## src/rtl/xc_aessub_pkg.sv

```systemverilog
// Shared definitions for the XCrypto aessub unit: FSM encoding, operand
// byte gather, result packing and GF(2^8) S-box arithmetic.
package xc_aessub_pkg;

   localparam logic [1:0] ST_IDLE = 2'd0;
   localparam logic [1:0] ST_BUSY = 2'd1;
   localparam logic [1:0] ST_DONE = 2'd2;

   typedef logic [3:0][7:0] byte4_t;

   function automatic byte4_t gather(input logic [31:0] rs1, input logic [31:0] rs2);
      return {rs2[31:24], rs1[23:16], rs2[15:8], rs1[7:0]};
   endfunction

   function automatic logic [31:0] pack_rot(input byte4_t u, input logic rot);
      return rot ? {u[0], u[3], u[2], u[1]} : {u[3], u[2], u[1], u[0]};
   endfunction

   function automatic logic [7:0] gf_mul(input logic [7:0] a, input logic [7:0] b);
      logic [7:0] p;
      logic [7:0] x;
      p = '0;
      x = a;
      for (int i = 0; i < 8; i++) begin
         if (b[i]) p = p ^ x;
         x = {x[6:0], 1'b0} ^ (x[7] ? 8'h1B : 8'h00);
      end
      return p;
   endfunction

   // a^254 is the multiplicative inverse, and maps 0 to 0 as AES requires.
   function automatic logic [7:0] gf_inv(input logic [7:0] a);
      logic [7:0] r;
      logic [7:0] s;
      r = 8'h01;
      s = a;
      for (int k = 1; k < 8; k++) begin
         s = gf_mul(s, s);
         r = gf_mul(r, s);
      end
      return r;
   endfunction

   function automatic logic [7:0] aff_fwd(input logic [7:0] b);
      return b ^ {b[6:0], b[7]} ^ {b[5:0], b[7:6]} ^ {b[4:0], b[7:5]}
               ^ {b[3:0], b[7:4]} ^ 8'h63;
   endfunction

   function automatic logic [7:0] aff_inv(input logic [7:0] b);
      return {b[6:0], b[7]} ^ {b[4:0], b[7:5]} ^ {b[1:0], b[7:2]} ^ 8'h05;
   endfunction

endpackage

```

## src/rtl/xc_aessub_if.sv

```systemverilog
// Request/response bundle between the execute stage and the aessub unit.
interface xc_aessub_if;
   logic        valid;
   logic [31:0] rs1;
   logic [31:0] rs2;
   logic        enc;
   logic        rot;
   logic        ready;
   logic [31:0] result;

   modport master (output valid, rs1, rs2, enc, rot, input ready, result);
   modport slave  (input valid, rs1, rs2, enc, rot, output ready, result);
endinterface

```

## src/rtl/xc_aessub_sbox.sv

```systemverilog
// Combinational AES S-box lane; enc selects forward or inverse table.
module xc_aessub_sbox
   import xc_aessub_pkg::*;
(
   input  logic       enc,
   input  logic [7:0] din,
   output logic [7:0] dout
);

   always_comb begin
      dout = enc ? aff_fwd(gf_inv(din)) : gf_inv(aff_inv(din));
   end

endmodule

```

## src/rtl/xc_aessub_unit.sv

```systemverilog
// Sequential xc.aessub functional unit: latches the gathered operand bytes and
// substitutes LANES bytes per cycle, pulsing ready with the packed word.
module xc_aessub_unit
   import xc_aessub_pkg::*;
#(
   parameter int LANES = 1
) (
   input  logic         clock,
   input  logic         reset,
   xc_aessub_if.slave   bus
);

   localparam int STEPS = 4 / LANES;
   localparam int CW    = (STEPS > 1) ? $clog2(STEPS) : 1;

   if (LANES != 1 && LANES != 2 && LANES != 4) begin : g_bad_lanes
      $error("xc_aessub_unit: LANES must be 1, 2 or 4");
   end

   logic [1:0]    state_q, state_d;
   logic [CW-1:0] ctr_q, ctr_d;
   byte4_t        opnd_q, opnd_d;
   byte4_t        acc_q, acc_d;
   logic          enc_q, enc_d;
   logic          rot_q, rot_d;
   logic          ready_q, ready_d;
   logic [31:0]   result_q, result_d;

   logic [1:0]    base;
   logic [7:0]    lane_in  [LANES];
   logic [7:0]    lane_out [LANES];
   byte4_t        acc_upd;

   for (genvar l = 0; l < LANES; l++) begin : g_lane
      xc_aessub_sbox u_sbox (
         .enc  (enc_q),
         .din  (lane_in[l]),
         .dout (lane_out[l])
      );
   end

   always_comb begin
      base    = 2'(32'(ctr_q) * LANES);
      acc_upd = acc_q;
      for (int l = 0; l < LANES; l++) begin
         lane_in[l]              = opnd_q[base + 2'(l)];
         acc_upd[base + 2'(l)]   = lane_out[l];
      end
   end

   always_comb begin
      state_d  = state_q;
      ctr_d    = ctr_q;
      opnd_d   = opnd_q;
      acc_d    = acc_q;
      enc_d    = enc_q;
      rot_d    = rot_q;
      ready_d  = 1'b0;
      result_d = result_q;
      case (state_q)
         ST_IDLE: begin
            if (bus.valid) begin
               opnd_d  = gather(bus.rs1, bus.rs2);
               enc_d   = bus.enc;
               rot_d   = bus.rot;
               ctr_d   = '0;
               acc_d   = '0;
               state_d = ST_BUSY;
            end
         end
         ST_BUSY: begin
            // Pipeline withdrawing the request cancels the op without a pulse.
            if (!bus.valid) begin
               state_d = ST_IDLE;
            end else begin
               acc_d = acc_upd;
               if (ctr_q == CW'(STEPS - 1)) begin
                  state_d  = ST_DONE;
                  ready_d  = 1'b1;
                  result_d = pack_rot(acc_upd, rot_q);
               end else begin
                  ctr_d = ctr_q + 1'b1;
               end
            end
         end
         ST_DONE: begin
            state_d = ST_IDLE;
         end
         default: begin
            state_d = ST_IDLE;
         end
      endcase
   end

   always_ff @(posedge clock or posedge reset) begin
      if (reset) begin
         state_q  <= ST_IDLE;
         ctr_q    <= '0;
         opnd_q   <= '0;
         acc_q    <= '0;
         enc_q    <= 1'b0;
         rot_q    <= 1'b0;
         ready_q  <= 1'b0;
         result_q <= '0;
      end else begin
         state_q  <= state_d;
         ctr_q    <= ctr_d;
         opnd_q   <= opnd_d;
         acc_q    <= acc_d;
         enc_q    <= enc_d;
         rot_q    <= rot_d;
         ready_q  <= ready_d;
         result_q <= result_d;
      end
   end

   assign bus.ready  = ready_q;
   assign bus.result = result_q;

endmodule

```

## src/flat_wrapper.sv

```systemverilog
// flat-port wrapper written by rule: the top's interface ports become plain ports
module xc_aessub_unit_flat import xc_aessub_pkg::*;
#(
   parameter int LANES = 1
)
  (clock, reset, bus_valid, bus_rs1, bus_rs2, bus_enc, bus_rot, bus_ready, bus_result);
  xc_aessub_if bus_i ();
  input  logic clock;
  input  logic reset;
  input wire logic [$bits(bus_i.valid)-1:0] bus_valid;
  input wire logic [$bits(bus_i.rs1)-1:0] bus_rs1;
  input wire logic [$bits(bus_i.rs2)-1:0] bus_rs2;
  input wire logic [$bits(bus_i.enc)-1:0] bus_enc;
  input wire logic [$bits(bus_i.rot)-1:0] bus_rot;
  output wire logic [$bits(bus_i.ready)-1:0] bus_ready;
  output wire logic [$bits(bus_i.result)-1:0] bus_result;
  assign bus_i.valid = bus_valid;
  assign bus_i.rs1 = bus_rs1;
  assign bus_i.rs2 = bus_rs2;
  assign bus_i.enc = bus_enc;
  assign bus_i.rot = bus_rot;
  assign bus_ready = bus_i.ready;
  assign bus_result = bus_i.result;
  xc_aessub_unit #(.LANES(LANES)) u_core (.clock(clock), .reset(reset), .bus(bus_i));
endmodule
```

## config.mk

```make
export PLATFORM = sky130hd
export DESIGN_NAME = xc_aessub_unit_flat
export DESIGN_NICKNAME = d
export VERILOG_FILES = /design/src/rtl/xc_aessub_pkg.sv /design/src/rtl/xc_aessub_if.sv /design/src/rtl/xc_aessub_sbox.sv /design/src/rtl/xc_aessub_unit.sv /design/src/flat_wrapper.sv
export SDC_FILE = /design/constraint.sdc
export NUM_CORES = 2
export LEC_CHECK = 0
export ABC_CLOCK_PERIOD_IN_PS = 32200
export CAP_MARGIN = 0
export CORE_MARGIN = 3
export CORE_UTILIZATION = 60
export CTS_CLUSTER_DIAMETER = 150
export DETAILED_ROUTE_END_ITERATION = 12
export MAX_ROUTING_LAYER = met4
export PLACE_DENSITY = 0.84
export SLEW_MARGIN = 5
export SYNTH_ARGS = -nofsm -noshare
export SYNTH_HDL_FRONTEND = slang
export SYNTH_SLANG_ARGS = --single-unit
```

## constraint.sdc

```tcl
create_clock -name clock -period 32.2 [get_ports clock]
set_input_delay 6.44 -clock clock [delete_from_list [all_inputs] [get_ports clock]]
set_output_delay 6.44 -clock clock [all_outputs]
set_load 0.05 [all_outputs]
```

# Word-level counts from Yosys, hierarchy flattened
# Index checks and enable logic that the tools add are counted.
[totals]
output_inout_bits = 33
wordCells = 844
register_bits = 103
input_bits = 69
[op_classes]
magnitude_cmp = 2
eq_ne = 6
mux = 427
reduce_logical = 8
add_sub_neg = 1
bitwise = 386
[op_table]
columns = ["op", "n"]
rows = [
  ["$mux 8", 213],
  ["$xor 8x8->8", 188],
  ["$xor 8x5->8", 182],
  ["$mux 5", 184],
  ["$mux 32", 3],
  ["$pmux 32 s2", 1],
  ["$bwmux 32", 1],
  ["$bmux 8 s2", 1],
  ["$demux 8 s2", 1],
  ["$mux 2", 8],
  ["$mux 7", 2],
  ["$not 1->1 const A", 14],
  ["$mux 6", 2],
  ["$mux 4", 2],
  ["$pmux 2 s2", 2],
  ["$mux 3", 2],
  ["$ne 2x2->1 const B", 3],
  ["$reduce_and 3->1", 2],
  ["$mux 1", 5],
  ["$not 4->4", 1],
  ["$reduce_and 2->1", 2],
  ["$reduce_and 4->1", 1],
  ["$lt 2x3->1 const B", 1],
  ["$ne 3x2->1 const B", 1],
  ["8 further kinds", 8],
]

# Logic depth before layout (Yosys ltp)
[logic_depth]
ltp_word = 138
mapped_depth = 73
depth_no_buf = 62

# Modules after synthesis
# Synthesis repeated with hierarchy kept, for this count alone.
[hier_totals]
cells_unflattened = 4412
hier_area_um2 = 33757.4
[modules_own_cells]
columns = ["mod", "area_per_inst_um2", "instances", "cells_each"]
rows = [
  ["xc_aessub_sbox", 28924.0, 1, 4057],
  ["xc_aessub_unit", 4833.4, 1, 355],
]

# Worst setup path before layout
# Ideal clock, no wire load.
[synth_timing]
path_type = "reg-to-reg"
from = "register u_core.ctr_q[0]"
to = "register u_core.result_q[19] (netlist: u_core.bus.result[19])"
synth_period_minus_slack_ns = 16.177
path_stages_with_launch = 65
arrival_ns = 16.100
setup_ns = 0.077
slack_ns = 16.023
cell_sequence = "dfrtp_1 > buf_6 > mux4_2 > buf_6 > buf_6 > clkbuf_1 > ha_1 > clkbuf_1 > mux2i_1 > xor2_1 > xnor2_2 > xnor2_1 > inv_1 > ha_1 > inv_1 > xnor2_2 > xnor2_1 > mux2i_1 > [... 29 more ...] > xnor2_4 > a21oi_1 > a21oi_1 > xnor3_1 > xnor2_4 > xnor2_2 > xor3_2 > mux2i_1 > xor2_1 > a21oi_2 > xnor3_1 > xnor2_2 > xor2_2 > xnor3_1 > a21oi_2 > mux2i_1 > mux2_2 > o21ai_1"
[synth_via]
elab_chain_cells = 133
[synth_rtl]
columns = ["item", "line", "text"]
rows = [
  ["start: declaration", "xc_aessub_unit.sv:21", "logic [CW-1:0] ctr_q, ctr_d;"],
  ["start signal: assignment", "xc_aessub_unit.sv:107", "ctr_q <= ctr_d;"],
  ["$bmux 8 s2", "xc_aessub_unit.sv:46", "lane_in[l] = opnd_q[base + 2'(l)];"],
  ["$mux 8 (implied by the code)", "xc_aessub_unit.sv:46", ""],
  ["$mux 5, or another cell as far along", "xc_aessub_pkg.sv:26", "x = {x[6:0], 1'b0} ^ (x[7] ? 8'h1B : 8'h00);"],
  ["$xor 8x5->8 / $xor 8x8->8 (equally long branches)", "xc_aessub_pkg.sv:26, xc_aessub_pkg.sv:25", ""],
  ["$xor 8x8->8 / $mux 8 (equally long branches)", "xc_aessub_pkg.sv:25", "if (b[i]) p = p ^ x;"],
  ["$mux 8 / $xor 8x8->8 (equally long branches)", "xc_aessub_pkg.sv:25", ""],
  ["$xor 8x8->8 / $mux 8 (equally long branches)", "xc_aessub_pkg.sv:25", ""],
  ["$mux 8 / $xor 8x8->8 (equally long branches)", "xc_aessub_pkg.sv:25", ""],
  ["[... 115 more ...]", "--", ""],
  ["$mux 8", "xc_aessub_pkg.sv:25", ""],
  ["$xor 8x8->8", "xc_aessub_pkg.sv:25", ""],
  ["$mux 8", "xc_aessub_pkg.sv:25", ""],
  ["$xor 8x8->8 (3 in a row)", "xc_aessub_pkg.sv:45", "return b ^ {b[6:0], b[7]} ^ {b[5:0], b[7:6]} ^ {b[4:0], b[7:5]}"],
  ["$xor 8x8->8", "xc_aessub_pkg.sv:46", "^ {b[3:0], b[7:4]} ^ 8'h63;"],
  ["$mux 8", "xc_aessub_sbox.sv:11", "dout = enc ? aff_fwd(gf_inv(din)) : gf_inv(aff_inv(din));"],
  ["$bwmux 32", "xc_aessub_unit.sv:47", "acc_upd[base + 2'(l)] = lane_out[l];"],
  ["$mux 32", "xc_aessub_pkg.sv:16", "return rot ? {u[0], u[3], u[2], u[1]} : {u[3], u[2], u[1], u[0]};"],
  ["end signal: assignment", "xc_aessub_unit.sv:113", "result_q <= result_d;"],
  ["end: declaration", "xc_aessub_unit.sv:27", "logic [31:0] result_q, result_d;"],
]
# Parallel ways exist; a longest one is shown, timed or not. The select of a mux whose other input is x is not followed.
# A chain may end at the register's enable or synchronous reset.

# Worst setup path after layout
[layout_timing]
from = "register u_core.ctr_q[0]"
to = "register u_core.result_q[15] (netlist: u_core.bus.result[15])"
[layout_via]
elab_chain_cells = 133
[layout_rtl]
columns = ["item", "line"]
rows = [
  ["$bmux 8 s2", "xc_aessub_unit.sv:46"],
  ["$mux 8 (implied by the code)", "xc_aessub_unit.sv:46"],
  ["$mux 5", "xc_aessub_pkg.sv:26"],
  ["$xor 8x5->8", "xc_aessub_pkg.sv:26"],
  ["$xor 8x8->8", "xc_aessub_pkg.sv:25"],
  ["$mux 8", "xc_aessub_pkg.sv:25"],
  ["$xor 8x8->8", "xc_aessub_pkg.sv:25"],
  ["$mux 8", "xc_aessub_pkg.sv:25"],
  ["[... 115 more ...]", "--"],
  ["$mux 8", "xc_aessub_pkg.sv:25"],
  ["$xor 8x8->8", "xc_aessub_pkg.sv:25"],
  ["$mux 8", "xc_aessub_pkg.sv:25"],
  ["$xor 8x8->8 (3 in a row)", "xc_aessub_pkg.sv:45"],
  ["$xor 8x8->8", "xc_aessub_pkg.sv:46"],
  ["$mux 8", "xc_aessub_sbox.sv:11"],
  ["$bwmux 32", "xc_aessub_unit.sv:47"],
  ["$mux 32", "xc_aessub_pkg.sv:16"],
]
# Parallel ways exist; a longest one is shown, timed or not. The select of a mux whose other input is x is not followed.

==> results.cfg <==
[run_status]
result_of_the_run = finished, final reports clean

[critical_path]
crit_fanout = 34
cp_top_family = XOR/XNOR gates
worst-endpoint-required_ns = 32.47
critical_path.endpoint_type = register
worst_path_largest_cell_delay_ns = 0.93
criticalPathCategory = register to register
critPathBufInv = 2
path_common_cell = xnor2_1
worstPathArrival_ns = 21.19
critical_path.startpoint_type = register
critical-path-slowest-cell = mux4_2

[floorplan]
die_y_um = 241
chipWidth_um = 241
std_cell_rows = 85
fp.dieArea_sq_um = 58100
core_footprint_sq_um = 54200
initial_utilization_pct = 61.2
ioPinCount = 102

[cts]
clk_root_buffer_cell = clkbuf_16
clock_sinks = 103
cts_tree = yes
clockBufferDepth = 2
cts-resized-gates = 0
h-tree-depth = 3
clock_latency_of_the_later_clocked_register_in_the_worst_skew_pair_ns = 0.38
hold_buffers = 0
post_cts_setup_bufs = 0
cts.clk_slew.worst_paths_ns = 0.09
tritoncts.num_buffers = 9

[run]
cap_violations = 0

[yosys]
synth_ff_type = dfrtp_1
synth-seq-cells = 103
yosys.cell_types.count = 105
syn-cell-area_sq_um = 33200
mean_syn_cell_area_sq_um = 7.65
async_flop_share_pct = 100
synth_enable_flop_cells = 0
mappedNetlistNets = 4422
yosys_warnings = 0
synth_cells = 4335
sequential_share_of_the_synthesized_area_pct = 7.77

[sta]
final.period_utilization_pct = 65.0
report.final.setup_viol = 0
setup_tns_ns = 0
timing_worst_slew_pin_value_ns = 1.12
period_minus_slack_ns = 20.92
maxSlewHeadroom_pct = 23.0
hold_viol = 0
clock_skew_ns = 0.0177
timing_max_transition_violations_final = 0
fmax_mhz = 47.8
grt_setup_unrepaired = no

[global_routing]
grt.met3_usage_pct = 4.17
grtUsageTotal_pct = 31.2
grt_start_max_net_pins = 55
grt_util_met1_pct = 40.8
antenna_found_initial = 1
gr-max-usage-layer = met2
via_count_of_the_first_global_routing_pass = 28800
grt-ovfl-total = 0
grt_use_met2_pct = 50.0
grt_pass1_wl_mm = 146

[drt]
drt-initial-drc-count = 2999
post-route-drc-count = 0
routed_wirelength_mm = 90.8
drt-pass1-iter-count = 5
route.vias.total = 31200
via_per_inst = 6.31
ant_nets = 0
detail_route.wl_per_cell_um = 18.4

[finish]
area_growth_pct = 5.12
end_of_flow_core_utilization_pct = 64.3
commonest_non_fill_non_tap_cells_in_the_layout = 788 x xnor2_1, 557 x nor2_1, 475 x nand2_1
post_route_cell_area_sq_um = 34900
finalNetCount = 4321
post_route_cells_drive_above_1_share_pct = 8.92
layout.cells.most_common = xnor2_1

[worst_hold_path]
hold_path.class = register to register

[place]
placed_cell_area_sq_um = 34600
numPortBuffers = 69
globalplace.congestion = 0.965
hpwlAfterDp_mm = 65.3
==> cells in the mapped netlist, drive strengths merged, types with 12 or more instances <==
| cell | count | area (sq um) |
|---|---|---|
| nor3 | 130 | 656 |
| xor2 | 227 | 2160 |
| ha | 18 | 225 |
| o21ai | 233 | 1170 |
| xnor3 | 156 | 3530 |
| mux2i | 111 | 1110 |
| a22oi | 39 | 298 |
| a211oi | 49 | 388 |
| a221oi | 15 | 138 |
| inv | 66 | 248 |
| o211ai | 46 | 345 |
| a32oi | 18 | 173 |
| o221ai | 16 | 140 |
| or2 | 14 | 87.6 |
| nor2 | 562 | 2120 |
| clkbuf | 206 | 773 |
| a21o | 12 | 90.1 |
| and3 | 14 | 87.6 |
| and2 | 25 | 156 |
| xnor2 | 874 | 8290 |
| nand2 | 476 | 1790 |
| o21a | 17 | 128 |
| nand4 | 14 | 87.6 |
| xor3 | 19 | 457 |
| nand2b | 45 | 282 |
| nand3 | 96 | 480 |
| a21oi | 212 | 1080 |
| o22ai | 64 | 400 |
| o31ai | 31 | 233 |
| a31oi | 44 | 282 |
| nor2b | 42 | 263 |
| buf | 94 | 527 |
| mux2 | 59 | 664 |
| a311oi | 17 | 155 |
| nor4 | 14 | 118 |
| dfrtp | 103 | 2580 |
| or3 | 15 | 93.8 |
==> worst paths after layout <==
kind / from / cells after the start / slack [ns] / end
hold reg to reg: u_core.acc_q[11] / 2 / 0.48 / u_core.acc_q[11]
min in group asynchronous: reset / 2 / 6.52 / u_core.opnd_q[30]
setup / recovery: u_core.ctr_q[0] / 56 / 11.28 / u_core.bus.result[15]
hold / removal: u_core.acc_q[11] / 2 / 0.48 / u_core.acc_q[11]
setup reg to reg: u_core.ctr_q[0] / 56 / 11.28 / u_core.bus.result[15]
max in group asynchronous: reset / 3 / 24.51 / u_core.bus.result[12]
==> stage by stage <==
stage / worst slack [ns] / std cells / hold WS (ns)
after floorplan: 16.02 / 4335 / 0.435
after global placement: 12.22 / 4919 / 0.447
after detailed placement: 11.81 / 4919 / 0.467
after CTS: 11.67 / 4935 / 0.480
after global routing: 9.99 / 4936 / 0.505
final: 11.28 / 4936 / 0.479
==> final cells by class <==
type                    instances  area (sq um)
multi-input cells            3858         29200
fillers                      4512         19400
flip-flops and latches        103          2580
repair buffers                188          1580
well taps                     696           871
inverters                      74           280
clock buffers                   9           225
clock inverters                 7          80.1
diodes                          1          2.50
==> registers in the layout, summed over array words and instances, names as in the netlist <==
name and flops:
u_core.state_q 2, u_core.acc_q 32, u_core.opnd_q 32, u_core.rot_q 1
u_core.bus.result 32, u_core.ctr_q 2, u_core.enc_q 1, u_core.bus.ready 1
==> kinds of logic (layout without fill, tap and decap cells) <==
kind of cell	after synthesis	count (layout)	share of synthesized area, %
simple gates	1474	1474	19.5
xor+xnor	1276	1276	43.5
compound gates	910	910	17.8
buf+inv	374	278	4.76
mux	180	180	6.03
flops	103	103	7.77
fa+ha+maj	18	18	0.679
other cells	0	1	0
==> layer usage <==
metal,part of all wire (%),vias to the layer above
met4,3.0,0
met1,41,14600
met5,0,-
met3,9.7,221
met2,46,1554
li1,-,14700
==> worst min-delay path: stages (launching register included) <==
cell	delay, ns
dfrtp_1	0.35
nand2_1	0.05
nand2_1	0.05
Power is left out: the tool's default activity adds up to more than one toggle a clock period on the data nets, which glitch-free logic cannot reach.
